===== src/rtl/fetch_unit.sv =====
// rtl/fetch_unit.sv - instruction fetch PC plus {PC, instr} fetch queue with flush-on-redirect
// Optional macro FETCH_BYPASS_EN: present ImData directly when the queue is empty.
module fetch_unit #(
  parameter int ADDR_W   = 32,
  parameter int IM_AW    = 5,
  parameter int FQ_DEPTH = 4,
  parameter logic [ADDR_W-1:0] RESET_PC = '0
) (
  input  logic                         Clk,
  input  logic                         Reset,
  output logic [IM_AW-1:0]             ImAdress,
  input  logic [31:0]                  ImData,
  input  logic                         Redirect,
  input  logic [ADDR_W-1:0]            RedirectPc,
  output logic                         InstrValid,
  input  logic                         InstrReady,
  output logic [31:0]                  Instr,
  output logic [ADDR_W-1:0]            InstrPc,
  output logic [$clog2(FQ_DEPTH):0]    FqCount
);

  localparam int PW = $clog2(FQ_DEPTH);
  localparam logic [PW:0] DEPTH_C = (PW+1)'(FQ_DEPTH);

  logic [ADDR_W-1:0] r_fetch_pc;
  logic [PW-1:0]     r_rd_ptr;
  logic [PW-1:0]     r_wr_ptr;
  logic [PW:0]       r_count;
  logic [ADDR_W-1:0] r_pc_mem    [FQ_DEPTH];
  logic [31:0]       r_instr_mem [FQ_DEPTH];

  logic w_bypass;
  logic w_qpop;
  logic w_push;
  logic w_enq;
  logic w_qvalid;

  assign w_qvalid = (r_count != '0);

`ifdef FETCH_BYPASS_EN
  assign w_bypass = !w_qvalid && !Redirect;
`else
  assign w_bypass = 1'b0;
`endif

  assign w_qpop = w_qvalid && InstrReady;
  assign w_push = (r_count < DEPTH_C) || w_qpop;
  // An accepted bypass word is consumed straight from ImData and never stored.
  assign w_enq  = w_push && !(w_bypass && InstrReady);

  assign ImAdress = r_fetch_pc[IM_AW+1:2];
  assign FqCount  = r_count;

`ifdef FETCH_BYPASS_EN
  assign InstrValid = !Reset && (w_qvalid || w_bypass);
  assign Instr      = Reset ? 32'd0 : (w_bypass ? ImData : r_instr_mem[r_rd_ptr]);
  assign InstrPc    = Reset ? '0 : (w_bypass ? r_fetch_pc : r_pc_mem[r_rd_ptr]);
`else
  assign InstrValid = !Reset && w_qvalid;
  assign Instr      = Reset ? 32'd0 : r_instr_mem[r_rd_ptr];
  assign InstrPc    = Reset ? '0 : r_pc_mem[r_rd_ptr];
`endif

  always_ff @(posedge Clk or posedge Reset) begin
    if (Reset) begin
      r_fetch_pc <= RESET_PC;
      r_rd_ptr   <= '0;
      r_wr_ptr   <= '0;
      r_count    <= '0;
    end else if (Redirect) begin
      r_fetch_pc <= {RedirectPc[ADDR_W-1:2], 2'b00};
      r_rd_ptr   <= '0;
      r_wr_ptr   <= '0;
      r_count    <= '0;
    end else begin
      if (w_push) begin
        r_fetch_pc <= r_fetch_pc + ADDR_W'(4);
      end
      if (w_enq) begin
        r_wr_ptr <= r_wr_ptr + 1'b1;
      end
      if (w_qpop) begin
        r_rd_ptr <= r_rd_ptr + 1'b1;
      end
      if (w_enq && !w_qpop) begin
        r_count <= r_count + 1'b1;
      end else if (!w_enq && w_qpop) begin
        r_count <= r_count - 1'b1;
      end
    end
  end

  // Payload storage carries no reset; validity comes only from r_count.
  always_ff @(posedge Clk) begin
    if (!Reset && !Redirect && w_enq) begin
      r_pc_mem[r_wr_ptr]    <= r_fetch_pc;
      r_instr_mem[r_wr_ptr] <= ImData;
    end
  end

endmodule


===== config.mk =====
export PLATFORM = sky130hd
export DESIGN_NAME = fetch_unit
export DESIGN_NICKNAME = d
export VERILOG_FILES = /design/src/rtl/fetch_unit.sv
export SDC_FILE = /design/constraint.sdc
export NUM_CORES = 1
export LEC_CHECK = 0
export CORE_UTILIZATION = 50
export DETAILED_ROUTE_END_ITERATION = 7
export PLACE_DENSITY = 0.76
export SLEW_MARGIN = 20
export SYNTH_ARGS = -nofsm -noshare
export SYNTH_HDL_FRONTEND = slang
export SYNTH_SLANG_ARGS = --single-unit
export TNS_END_PERCENT = 30

===== constraint.sdc =====
create_clock -name Clk -period 2.86 [get_ports Clk]
set_input_delay 0.429 -clock Clk [delete_from_list [all_inputs] [get_ports Clk]]
set_output_delay 0.429 -clock Clk [all_outputs]
set_load 0.01 [all_outputs]

==> results of run 1 <==
sequential cells by signal (all words and copies together), names as in the netlist:
signal / cells
FqCount: 3
r_fetch_pc: 30
r_instr_mem: 128
r_pc_mem: 120
r_rd_ptr: 2
r_wr_ptr: 2
layout make-up:
type / instances / area [um2]
timing repair buffer: 171 / 1810
inverter: 10 / 38.8
fill: 1502 / 8200
clock buffer: 44 / 812
multi-input combinational: 307 / 2940
sequential: 285 / 8380
tap: 285 / 357
clock inverter: 9 / 103
timing repair:
| action | in CTS | in global routing |
|---|---|---|
| endpoints found under the setup margin | 56 | 5 |
| buffers inserted | 4 | 0 |
| resized for setup | 59 | 5 |
| gates cloned | 1 | 0 |
worst reg2reg max path, cell delays in order, from the launching register on:
cell	delay (ns)
sky130_fd_sc_hd__dfrtp_1	0.62
sky130_fd_sc_hd__ha_1	0.32
sky130_fd_sc_hd__and3_1	0.27
sky130_fd_sc_hd__nand4_1	0.35
sky130_fd_sc_hd__nor3_1	0.39
sky130_fd_sc_hd__xnor2_1	0.16
sky130_fd_sc_hd__o21ai_0	0.09
cell usage in the layout, fill, tap and decap left out, types with 3 or more instances in the layout:
master,n
sky130_fd_sc_hd__o21ai_1,3
sky130_fd_sc_hd__mux4_2,62
sky130_fd_sc_hd__buf_4,15
sky130_fd_sc_hd__and3_1,9
sky130_fd_sc_hd__nand3_1,7
sky130_fd_sc_hd__inv_1,9
sky130_fd_sc_hd__nor4_2,4
sky130_fd_sc_hd__nor4_1,3
sky130_fd_sc_hd__dfrtp_1,35
sky130_fd_sc_hd__buf_12,18
sky130_fd_sc_hd__and2_4,4
sky130_fd_sc_hd__edfxtp_1,248
sky130_fd_sc_hd__nor2_1,17
sky130_fd_sc_hd__xnor2_1,17
sky130_fd_sc_hd__nor3_1,7
sky130_fd_sc_hd__clkbuf_16,29
sky130_fd_sc_hd__dlymetal6s2s_1,4
sky130_fd_sc_hd__and2_1,62
sky130_fd_sc_hd__nand2_1,34
sky130_fd_sc_hd__clkinv_2,6
sky130_fd_sc_hd__clkbuf_1,12
sky130_fd_sc_hd__clkdlybuf4s50_1,74
sky130_fd_sc_hd__dlygate4sd2_1,57
sky130_fd_sc_hd__clkbuf_8,3
sky130_fd_sc_hd__ha_1,5
sky130_fd_sc_hd__xor2_1,15
sky130_fd_sc_hd__o21ai_0,24
sky130_fd_sc_hd__nand4_1,14
worst max path at each step:
stage,startpoint,end
floorplan,InstrReady,r_instr_mem[0][0]
global placement,InstrReady,r_instr_mem[0][24]
detailed placement,Reset,Instr[7]
CTS,r_rd_ptr[0],InstrPc[16]
global route,r_rd_ptr[0],InstrPc[30]
finish,r_rd_ptr[0],InstrPc[30]
per-layer routing:
metal | track usage | wire length, um | vias up
met1 | 0.263 | 9720 | 3139
met3 | 0.0304 | 1260 | 36
li1 | - | - | 2789
met5 | 0 | 0 | -
met4 | 0.0510 | 387 | 0
met2 | 0.337 | 11300 | 245
stage by stage:
step	power, uW	TNS [ns]	setup WS, ns
5_1_grt	11600	0	0.000403
4_1_cts	11300	0	0.0163
3_3_place_gp	7640	0	0.241
3_5_place_dp	7730	0	0.230
2_1_floorplan	6630	-34.32	-0.277
6_report	11200	0	0.0721
power groups by stage:
stage | Combinational [uW] | Sequential, uW | Clock [uW]
after detailed placement | 2460 | 5270 | 0
final | 2410 | 5170 | 3600
after global placement | 2410 | 5230 | 0
after floorplan | 1480 | 5150 | 0
after global routing | 2610 | 5210 | 3830
after CTS | 2460 | 5170 | 3680
logic make-up (layout without fill, tap and decap cells):
| logic type | after synthesis | in the layout |
|---|---|---|
| flip-flops | 285 | 285 |
| AND/OR/NAND/NOR | 172 | 172 |
| multiplexers | 65 | 65 |
| buffers and inverters | 47 | 234 |
| XOR/XNOR | 32 | 32 |
| AO/OA/AOI/OAI | 30 | 30 |
| adder cells (fa/ha/maj) | 6 | 6 |
| other | 1 | 2 |
==> results, run 1 <==
- The flow ran to the end, and the final reports show no timing, DRC or antenna violations.
- The reported net switching power is 2760 uW.
- The pin count of the biggest net entering global routing is 44.
- The compound-cell area share of the yosys netlist is 0.0135.
- The worst setup path is captured at an output pin.
- The initial antenna violation count is 0.
- The longest clock path from root to sink contains 3 buffers.
- The number of clock buffers inserted by TritonCTS is 29.
- The instance count on the critical path is 5.
- The combinational family with the most area after synthesis is multiplexers.
- The source-to-sink clock delay at the later pin of the worst-skew pair is 0.53 ns.
- Measured along the x axis, the die boundary spans roughly 150 um.
- The global-route congestion overflow total is 0.
- The clock share of power is 0.322.
- Compared with the post-synthesis result, the final layout area differs by 25.3%.
- The post-CTS clock slew at the launch and capture registers of the worst setup and hold paths is 0.06 ns.
- The synthesized netlist contains 39 unique library cells.
- The maximum single-stage delay on the critical path is 0.54 ns.
- Among all stages on the critical path, the largest delay is contributed by sky130_fd_sc_hd__dfrtp_4.
- After synthesis the netlist holds a flip-flop and latch count of 285.
- The initialized floorplan defines 55 standard-cell rows.
- The family with the most delay on the worst path is buffers and inverters.
- The share of total power dissipated in sequential elements is 0.463.
- The clock net in this run drives a total of 285 sinks.
- The core outline area is 22600 um2.
- The instance area at placement is roughly 14000 um2.
- Of the total synthesized cell area, the portion taken by full adders, half adders and majority gates is 0.00717.
- The area of the mapped netlist is 11500 um2.
- At the worst endpoint, the arrival time is 2.36 ns.
- The count of buffers inserted at the top-level ports is between 100 and 150.
- The final-stage net count is approximately 900.
- The class of the worst hold path is input port to async pin.
- Across every metal layer, demand over resource in global routing totals 0.196.
- The synthesis warning total is 0.
- The share of cell area taken by muxes after synthesis is 0.124.
- The upper clock frequency limit is approximately 360 MHz.
- In this run, the number of DRC markers left after iteration 0 of detailed routing was around 370.
- The worst path in the final design needs a cycle of 2.79 ns, including I/O delays and setup.
- Once detail routing completed, the nets flagged for antenna violations numbered 0.
- The share of synthesized area in the top cell type comes to 0.646.
- For this design, the CTS-stage hold fixing added 0 buffers.
- The worst hold margin is between 0.2 and 0.25 ns.
- The root buffer cell chosen for the clock tree is sky130_fd_sc_hd__clkbuf_16.
- The setup violation total in the final timing report is 0.
- The congestion estimate from routability-driven global placement came to 0.865.
- TritonCTS built the clock tree.
- Before antenna repair, the detailed router went through 5 iterations.
- After legalization and detailed placement, the total HPWL measured 14500 um.
- The number of instances in the synthesized netlist is 638.
- The number of design rule violations left after detail routing is 0.
- The critical path class is register to output pin.
- The full die area is 23700 um2.
- The commonest cells after synthesis are 248 x sky130_fd_sc_hd__edfxtp_1, 66 x sky130_fd_sc_hd__and2_1, 62 x sky130_fd_sc_hd__mux4_2, 37 x sky130_fd_sc_hd__dfrtp_1, 34 x sky130_fd_sc_hd__nand2_1.
- The max-slew violation total from the final report is 0.
- 0 antenna diodes ended up in the layout.
- The initial utilization of the core area, before any placement, comes to 0.509.
- The share of the yosys chip area belonging to registers is 0.727.
- Measured in cells, the most critical reg-to-reg path has a length of 6.
- The internal power of the cells is 8420 uW.
- The most area-hungry cell type in the Yosys netlist is sky130_fd_sc_hd__edfxtp_1.
- The share of synthesized flip-flops with an asynchronous set or reset is 0.130.
- Dividing the detail-routed wire length by the instance count gives between 20 and 25 um.
- The die boundary height is 154 um.
- The area of all placed cells without fillers is ~14000 um2.
- Of the cells placed in the final design, the portion with a size suffix greater than 1 is 0.189.
- The via count of the first global-routing pass was between 6k and 7k.
- For this block, the via count after detailed routing is 6209.
- The worst register-to-register path has a setup slack of roughly 0.54 ns.
- In this run the worst path has a maximum fanout of 10.
- Of the total synthesized cell area, the portion taken by AND, OR, NAND and NOR gates is 0.0850.
- The top flip-flop cell by instance count after synthesis is sky130_fd_sc_hd__edfxtp_1.
- The count of cells in the finished layout, fillers not included, comes to 1111.
- In this run the critical register-to-register path is captured at r_fetch_pc[16].
- The level count of the clock H-tree is 1.
- The combined buffer and inverter count along the critical path is 3.
- Yosys mapped a number of flops with a built-in enable equal to around 250.
- In the post-synthesis netlist, the biggest area contributors are sky130_fd_sc_hd__edfxtp_1 65%, sky130_fd_sc_hd__mux4_2 12%, sky130_fd_sc_hd__dfrtp_1 8.0%, sky130_fd_sc_hd__and2_1 3.6%, sky130_fd_sc_hd__xnor2_1 1.3%.
- In the finished design, the share of the clock period the worst path needs comes to 0.975.
- Data on the critical path is required at its endpoint by 2.43 ns.
- The proportion of power drawn by combinational gates is 0.215.
- The worst IR drop on VDD is between 0.4 and 0.5 mV.
- The count of final hold-check violations was 0.
- The most instantiated library cell after synthesis is sky130_fd_sc_hd__edfxtp_1.
- The worst clock skew is 0.0120 ns.
- The total leakage power is about 0.005 uW.
- In this run the count of I/O pins placed on the die edge is 141.
- The utilization of the core after routing is 0.638.
- Of the total synthesized cell area, the portion taken by XOR and XNOR cells is 0.0243.
- Setup repair after global routing left no endpoint under its margin.
- The via-per-instance ratio is 5.59.
- STA classifies the critical path startpoint as a register.
- The worst flop-to-flop path startpoint is r_fetch_pc[2].
- The power density relative to cell area is ~770 nW/um2.
- Traced cell by cell, the critical path runs through buf_12 -> buf_4 -> mux4_2 -> and2_1 -> dlygate4sd2_1.
- The first global-routing pass estimated 35600 um of wire.
- The wire length after detailed routing is between 20000 and 25000 um.
- Max-cap violations in this run came to 0.
- The cell count after placement is 1053.
- Of the total power, the share spent switching nets is 0.247.
- A synthesized cell averages 18.1 um2.
Power figures use the tool's default switching activity.
==> inputs of run 2 (changes only) <==
--- a/config.mk
+++ b/config.mk
@@ -5,10 +5,9 @@
 export SDC_FILE = /design/constraint.sdc
 export NUM_CORES = 1
 export LEC_CHECK = 0
-export CORE_UTILIZATION = 50
+export CAP_MARGIN = 10
+export CORE_UTILIZATION = 32
 export DETAILED_ROUTE_END_ITERATION = 7
-export PLACE_DENSITY = 0.76
-export SLEW_MARGIN = 20
 export SYNTH_ARGS = -nofsm -noshare
 export SYNTH_HDL_FRONTEND = slang
 export SYNTH_SLANG_ARGS = --single-unit
==> run 2 against run 1 <==
Compared with the run above: final cell count grew 17%; core utilization decreased by 22 points; critical endpoint is now Instr[16]; routed wire length grew 11%; non-clock buffer count increased by 7.
==> results, run 2 (synthesis results as in run 1) <==
- Result of the run: complete, no violations (unchanged).
- The layout overhead on the synthesized area is 28.7% (was 25.3%).
- The power after layout is 11600 uW (was 11200 uW).
- The level count of the clock H-tree is 1 (unchanged).
- The portion of the clock cycle consumed by the worst path in the final layout came to 0.974 (was 0.975).
- The count of cells along the worst register-to-register path came to 6 (unchanged).
- The family with the most delay on the worst path is buffers and inverters (unchanged).
- The setup violation total in the final timing report is 0 (unchanged).
- The register containing the most flip-flops in the final layout is r_instr_mem (unchanged).
- The library cell contributing the largest single delay on the critical path is sky130_fd_sc_hd__dfrtp_4 (unchanged).
- The TritonCTS clock tree is yes (unchanged).
- The number of clock buffers inserted by TritonCTS came to 30 (was 29).
- The max-slew violation total from the final report is 0 (unchanged).
- The horizontal die dimension came to 192 um (was 154 um).
- The initial antenna violation count was 0 (unchanged).
- The power density relative to cell area is 785 nW/um2 (was 774 nW/um2).
- The number of hold buffers added after cts is 0 (unchanged).
- The class of the worst hold path is input port to async pin (unchanged).
- The flip-flop count of the largest register, all copies and words added is 128 (unchanged).
- The clock sink count is 285 (unchanged).
- The wire length after detailed routing was 25100 um (was 22700 um).
- The total leakage power came to 0.00515 uW (was 0.00508 uW).
- The maximum single-stage delay on the critical path is 0.51 ns (was 0.54 ns).
- For the pin with the worst max-slew slack, the measured transition is 0.613 ns.
- The buffer cell driving the clock tree root is sky130_fd_sc_hd__clkbuf_16 (unchanged).
- The maximum net fanout on the critical path is 10 (unchanged).
- The launching element of the worst setup path is r_rd_ptr[0] (unchanged).
- The final estimated routing congestion in global placement is 0.752 (was 0.865).
- The worst hold margin was 0.314 ns (was 0.227 ns).
- The number of nets with antenna violations after routing was 0 (unchanged).
- The half-perimeter wire length after placement came to 15900 um (was 14500 um).
- The initial standard-cell utilization of the core is 0.325 (was 0.509).
- The most common cell after layout, fill and taps aside was sky130_fd_sc_hd__edfxtp_1 (unchanged).
- The source-to-sink clock delay at the later pin of the worst-skew pair came to 0.55 ns (was 0.53 ns).
- The count of boundary I/O pins is 141 (unchanged).
- The iteration count of the initial detailed-routing pass was 4 (was 5).
- The combined buffer and inverter count along the critical path came to 4 (was 3).
- Unrepaired setup endpoints after global routing: yes (was no).
- Registers with the most flip-flops: r_instr_mem: 128 flops, r_pc_mem: 120 flops, r_fetch_pc: 30 flops (unchanged).
- The post-CTS clock slew at the launch and capture registers of the worst setup and hold paths is 0.06 ns (about the same).
- The number of vias after detailed routing came to 6070 (was 6209).
- The number of DRC markers in iteration 0 is 301 (was 372).
- The minimum setup slack among reg-to-reg paths is 0.54 ns (about the same).
- The number of standard-cell rows in the floorplan came to 69 (was 55).
- The average wire per standard cell is 19.3 um (was 20.4 um).
- The data arrival at the endpoint of the critical path is 2.36 ns (about the same).
- The full die area is 36800 um2 (was 23700 um2).
- The count of final hold-check violations is 0 (unchanged).
- The number of design rule violations left after detail routing was 0 (unchanged).
- The via-per-instance ratio was 4.68 (was 5.59).
- The critical path required time is 2.43 ns (about the same).
- The worst IR drop on VDD is 0.507 mV (was 0.487 mV).
- The count of buffers inserted at the top-level ports came to 136 (unchanged).
- Most frequent cells in the layout: 248 x sky130_fd_sc_hd__edfxtp_1, 74 x sky130_fd_sc_hd__clkdlybuf4s50_1, 62 x sky130_fd_sc_hd__mux4_2, 62 x sky130_fd_sc_hd__and2_1, 58 x sky130_fd_sc_hd__dlygate4sd2_1 (was 248 x sky130_fd_sc_hd__edfxtp_1, 74 x sky130_fd_sc_hd__clkdlybuf4s50_1, 62 x sky130_fd_sc_hd__mux4_2, 62 x sky130_fd_sc_hd__and2_1, 57 x sky130_fd_sc_hd__dlygate4sd2_1).
- The global-route wire length before repair is 38700 um (was 35600 um).
- The number of antenna diodes was 0 (unchanged).
- The area of all placed cells without fillers is 14800 um2 (was 14400 um2).
- The worst clock skew is 0.0219 ns (was 0.0120 ns).
- The endpoint kind of the worst setup timing path is an output pin (unchanged).
- The die boundary height is 192 um (was 154 um).
- The critical path class is register to output pin (unchanged).
- The pin count of the biggest net entering global routing is 67 (was 44).
- The global-route congestion overflow total is 0 (unchanged).
- The via count of the first global-routing pass is 6456 (was 6659).
- The capture instance of the worst register-to-register path is r_fetch_pc[22] (was r_fetch_pc[16]).
- The upper clock frequency limit is 359 MHz (about the same).
- The overall fraction of global-route tracks in use is 0.141 (was 0.196).
- The maximum clock path buffer count is 3 (unchanged).
- The clock period minus worst slack is 2.78 ns (was 2.79 ns).
- In this run the tightest slew margin relative to its limit is 0.591.
- The final-stage net count is 886 (was 878).
- The worst flop-to-flop path startpoint is r_fetch_pc[2] (unchanged).
- The summed negative setup slack over all endpoints was 0 ns (unchanged).
- The instance area at placement is 13700 um2 (was 13500 um2).
- The max-capacitance violation count was 0 (unchanged).
- The core outline area came to 35500 um2 (was 22600 um2).
- The fraction of layout instances using a drive strength above 1 came to 0.205 (was 0.189).
- The critical path startpoint category is a register (unchanged).
- Critical Path, Cell by Cell: buf_12 -> buf_16 -> buf_4 -> mux4_2 -> and2_1 -> dlygate4sd2_1 (was buf_12 -> buf_4 -> mux4_2 -> and2_1 -> dlygate4sd2_1).
run 2: what timing repair did:
action | CTS | global route
setup endpoints to repair | 62 | 5
gates resized for setup | 63 | 4
setup buffers | 10 | 0
cloned | 2 | 0
run 2: tightest hold or removal path: stages:
cell and delay (ns):
sky130_fd_sc_hd__clkdlybuf4s50_1 0.47, sky130_fd_sc_hd__clkinv_2 0.10, sky130_fd_sc_hd__buf_12 0.24
run 2: area by class of cell:
class	count	area (um2)
sequential	285	8380
fill	3228	20700
tap	461	577
multi-input combinational	307	2940
timing repair buffer	178	1890
inverter	10	38.8
clock inverter	12	96.3
clock buffer	44	905
run 2: metrics by stage:
stage | util | cells | setup WS, ns
2_1_floorplan | - | 639 | -0.277
3_3_place_gp | 0.386 | 1229 | 0.291
3_5_place_dp | 0.386 | 1229 | 0.302
4_1_cts | 0.418 | 1297 | 0.00153
5_1_grt | 0.418 | 1297 | -0.00588
6_report | 0.418 | 1297 | 0.0751
run 2: power breakdown:
group	leakage [uW]	total (uW)	internal [uW]	switching [uW]
Clock	0.000500	3860	2280	1580
Sequential	0.00271	5140	4930	215
Combinational	0.00194	2630	1480	1150
run 2: worst max path at each step:
stage,endpoint,depth (start not counted)
floorplan,r_instr_mem[0][0],4
global placement,InstrPc[26],4
detailed placement,InstrPc[26],4
CTS,InstrPc[13],5
global route,Instr[1],6
finish,Instr[16],6
run 2: per-layer routing:
metal | global-route usage | vias up | routed length (um)
li1 | - | 2805 | -
met1 | 0.191 | 3067 | 11100
met2 | 0.235 | 160 | 12000
met3 | 0.0210 | 38 | 1410
met4 | 0.0382 | 0 | 543
met5 | 0 | - | 0
==> inputs of run 3 (changes only) <==
--- a/config.mk
+++ b/config.mk
@@ -6,6 +6,7 @@
 export NUM_CORES = 1
 export LEC_CHECK = 0
 export CAP_MARGIN = 10
+export CORE_ASPECT_RATIO = 2
 export CORE_UTILIZATION = 32
 export DETAILED_ROUTE_END_ITERATION = 7
 export SYNTH_ARGS = -nofsm -noshare
==> run 3 against run 2 <==
Compared with the run above: clock-buffer cell count shrank 15; non-clock buffer count decreased by 10; first-iteration DRC count grew 28%; final area fell by 1.0%; critical path type unchanged; critical endpoint is now InstrPc[5]; largest cell class unchanged.
==> results, run 3 (synthesis results as in run 1) <==
- The layout overhead on the synthesized area is 27.3% (was 28.7%).
- The number of nets with antenna violations after routing was 0 (unchanged).
- The maximum single-stage delay on the critical path is 0.54 ns (was 0.51 ns).
- The total leakage power came to 0.00507 uW (was 0.00515 uW).
- The endpoint kind of the worst setup timing path is an output pin (unchanged).
- The class of the worst hold path is input port to async pin (unchanged).
- The number of antenna diodes came to 0 (unchanged).
- The worst clock skew is 0.0114 ns (was 0.0219 ns).
- The full die area came to 36800 um2 (about the same).
- The upper clock frequency limit is 359 MHz (about the same).
- The final-stage net count came to 872 (was 886).
- Result of the run: complete, no violations (unchanged).
- The number of DRC markers in iteration 0 is 385 (was 301).
- The post-CTS clock slew at the launch and capture registers of the worst setup and hold paths came to 0.07 ns (was 0.06 ns).
- The via-per-instance ratio was 4.74 (was 4.68).
- The count of final hold-check violations was 0 (unchanged).
- The non-filler instance count after layout was 1267 (was 1297).
- The count of boundary I/O pins was 141 (unchanged).
- The power after layout came to 11400 uW (was 11600 uW).
- The number of design rule violations left after detail routing came to 0 (unchanged).
- The half-perimeter wire length after placement is 16000 um (was 15900 um).
- Counting stages on the worst path, the most repeated cell is sky130_fd_sc_hd__buf_12.
- The critical path startpoint category is a register (unchanged).
- The max-capacitance violation count is 0 (unchanged).
- The library cell contributing the largest single delay on the critical path is sky130_fd_sc_hd__dfrtp_4 (unchanged).
- The final estimated routing congestion in global placement is 0.725 (was 0.752).
- The minimum setup slack among reg-to-reg paths came to 0.66 ns (was 0.54 ns).
- The TritonCTS clock tree is yes (unchanged).
- The cell count after placement was 1215 (was 1229).
- The pin count of the biggest net entering global routing came to 67 (unchanged).
- Registers with the most flip-flops: r_instr_mem: 128 flops, r_pc_mem: 120 flops, r_fetch_pc: 30 flops (unchanged).
- The flip-flop count of the largest register, all copies and words added is 128 (unchanged).
- The number of vias after detailed routing came to 6004 (was 6070).
- The wire length after detailed routing is 24800 um (was 25100 um).
- The overall fraction of global-route tracks in use is 0.139 (was 0.141).
- The max-slew violation total from the final report is 0 (unchanged).
- The number of clock buffers inserted by TritonCTS is 26 (was 30).
- The source-to-sink clock delay at the later pin of the worst-skew pair is 0.53 ns (was 0.55 ns).
- The die boundary height is 270 um (was 192 um).
- The area of all placed cells without fillers is 14700 um2 (was 14800 um2).
- Most frequent cells in the layout: 248 x sky130_fd_sc_hd__edfxtp_1, 74 x sky130_fd_sc_hd__clkdlybuf4s50_1, 62 x sky130_fd_sc_hd__mux4_2, 62 x sky130_fd_sc_hd__and2_1, 48 x sky130_fd_sc_hd__dlygate4sd2_1 (was 248 x sky130_fd_sc_hd__edfxtp_1, 74 x sky130_fd_sc_hd__clkdlybuf4s50_1, 62 x sky130_fd_sc_hd__mux4_2, 62 x sky130_fd_sc_hd__and2_1, 58 x sky130_fd_sc_hd__dlygate4sd2_1).
- The level count of the clock H-tree is 1 (unchanged).
- The global-route congestion overflow total came to 0 (unchanged).
- The data arrival at the endpoint of the critical path is 2.36 ns (about the same).
- The count of buffers inserted at the top-level ports is 136 (unchanged).
- The initial antenna violation count was 0 (unchanged).
- The global-route wire length before repair is 37700 um (was 38700 um).
- The via count of the first global-routing pass was 6346 (was 6456).
- The maximum clock path buffer count came to 3 (unchanged).
- The buffer cell driving the clock tree root is sky130_fd_sc_hd__clkbuf_16 (unchanged).
- The instance area at placement is 13700 um2 (about the same).
- The tightest slew margin relative to the limit is 0.579 (was 0.591).
- The initial standard-cell utilization of the core is 0.324 (was 0.325).
- The portion of the clock cycle consumed by the worst path in the final layout is 0.975 (was 0.974).
- The register containing the most flip-flops in the final layout was r_instr_mem (unchanged).
- The power density relative to cell area was 777 nW/um2 (was 785 nW/um2).
- The worst IR drop on VDD came to 0.445 mV (was 0.507 mV).
- The average wire per standard cell came to 19.5 um (was 19.3 um).
- The horizontal die dimension is 136 um (was 192 um).
- The maximum net fanout on the critical path is 12 (was 10).
- Critical Path, Cell by Cell: buf_12 -> buf_12 -> buf_16 -> mux4_2 -> and2_1 -> dlygate4sd2_1 (was buf_12 -> buf_16 -> buf_4 -> mux4_2 -> and2_1 -> dlygate4sd2_1).
- The slew of the pin with the lowest slew margin is 0.631 ns (was 0.613 ns).
- The utilization of the core after routing came to 0.413 (was 0.418).
- The number of standard-cell rows in the floorplan is 98 (was 69).
- The critical path required time is 2.43 ns (about the same).
- The core outline area is 35600 um2 (was 35500 um2).
- The clock sink count came to 285 (unchanged).
- The setup violation total in the final timing report is 0 (unchanged).
- The most common cell after layout, fill and taps aside is sky130_fd_sc_hd__edfxtp_1 (unchanged).
- The summed negative setup slack over all endpoints came to 0 ns (unchanged).
- The iteration count of the initial detailed-routing pass is 4 (unchanged).
- The clock period minus worst slack is 2.79 ns (was 2.78 ns).
- The fraction of layout instances using a drive strength above 1 is 0.188 (was 0.205).
- The critical path class is register to output pin (unchanged).
- The number of hold buffers added after cts was 0 (unchanged).
==> run 3: cell types whose count changed in the layout (fill, tap and decap cells not counted), moves of 3 or more <==
cell / before / now
sky130_fd_sc_hd__buf_4: 20 / 12
sky130_fd_sc_hd__dlymetal6s2s_1: 1 / 5
sky130_fd_sc_hd__clkbuf_16: 31 / 27
sky130_fd_sc_hd__clkbuf_8: 8 / 0
sky130_fd_sc_hd__clkdlybuf4s15_1: 2 / 8
sky130_fd_sc_hd__clkbuf_1: 5 / 2
sky130_fd_sc_hd__dlygate4sd2_1: 58 / 48
sky130_fd_sc_hd__bufinv_16: 1 / 5
==> run 3: routing by layer <==
metal  wire, um  up-vias  global-route usage
li1           -     2772                   -
met5          0        -                   0
met3        747       35              0.0152
met2      14500      128               0.269
met1       8880     3069               0.150
met4        667        0              0.0526
==> run 3: report_power, final <==
part           internal (uW)  switching (uW)
logic                   1420            1140
registers               4920             216
clock network           2190            1520
==> run 3: through the flow <==
step | hold slack, ns | worst slack [ns]
floorplan | 0.484 | -0.277
global placement | 0.526 | 0.352
detailed placement | 0.530 | 0.334
CTS | 0.302 | -0.0621
global route | 0.335 | -0.00250
finish | 0.305 | 0.0715
==> run 3: critical path, delay by kind of cell (launching register included) <==
kind | cells | cell delay (ns)
mux | 1 | 0.41
simple gates | 1 | 0.16
buf+inv | 4 | 0.71
flops | 1 | 0.54
==> run 3: path summary, 6_finish.rpt <==
check                                from         endpoint  depth (start not counted)
max                           r_rd_ptr[0]       InstrPc[5]                          6
min                                 Reset       FqCount[2]                          3
max reg2reg                 r_fetch_pc[2]   r_fetch_pc[22]                          6
min reg2reg                r_fetch_pc[31]  r_pc_mem[0][31]                          0
min in group Clk           RedirectPc[29]   r_fetch_pc[29]                          3
max in group asynchronous           Reset   r_fetch_pc[26]                          3
==> run 3: timing repair <==
| item | CTS | global route |
|---|---|---|
| cloned | 2 | 0 |
| setup buffers | 2 | 1 |
| setup endpoints to repair | 58 | 13 |
| resized for setup | 62 | 13 |
==> run 3: final cells by class <==
cell class                 instances  area, um2
clock inverter                    18        239
inverter                          10       38.8
sequential                       285       8380
timing repair buffer             168       1820
multi-input combinational        307       2940
fill                            3251      20900
clock buffer                      29        683
tap                              450        563
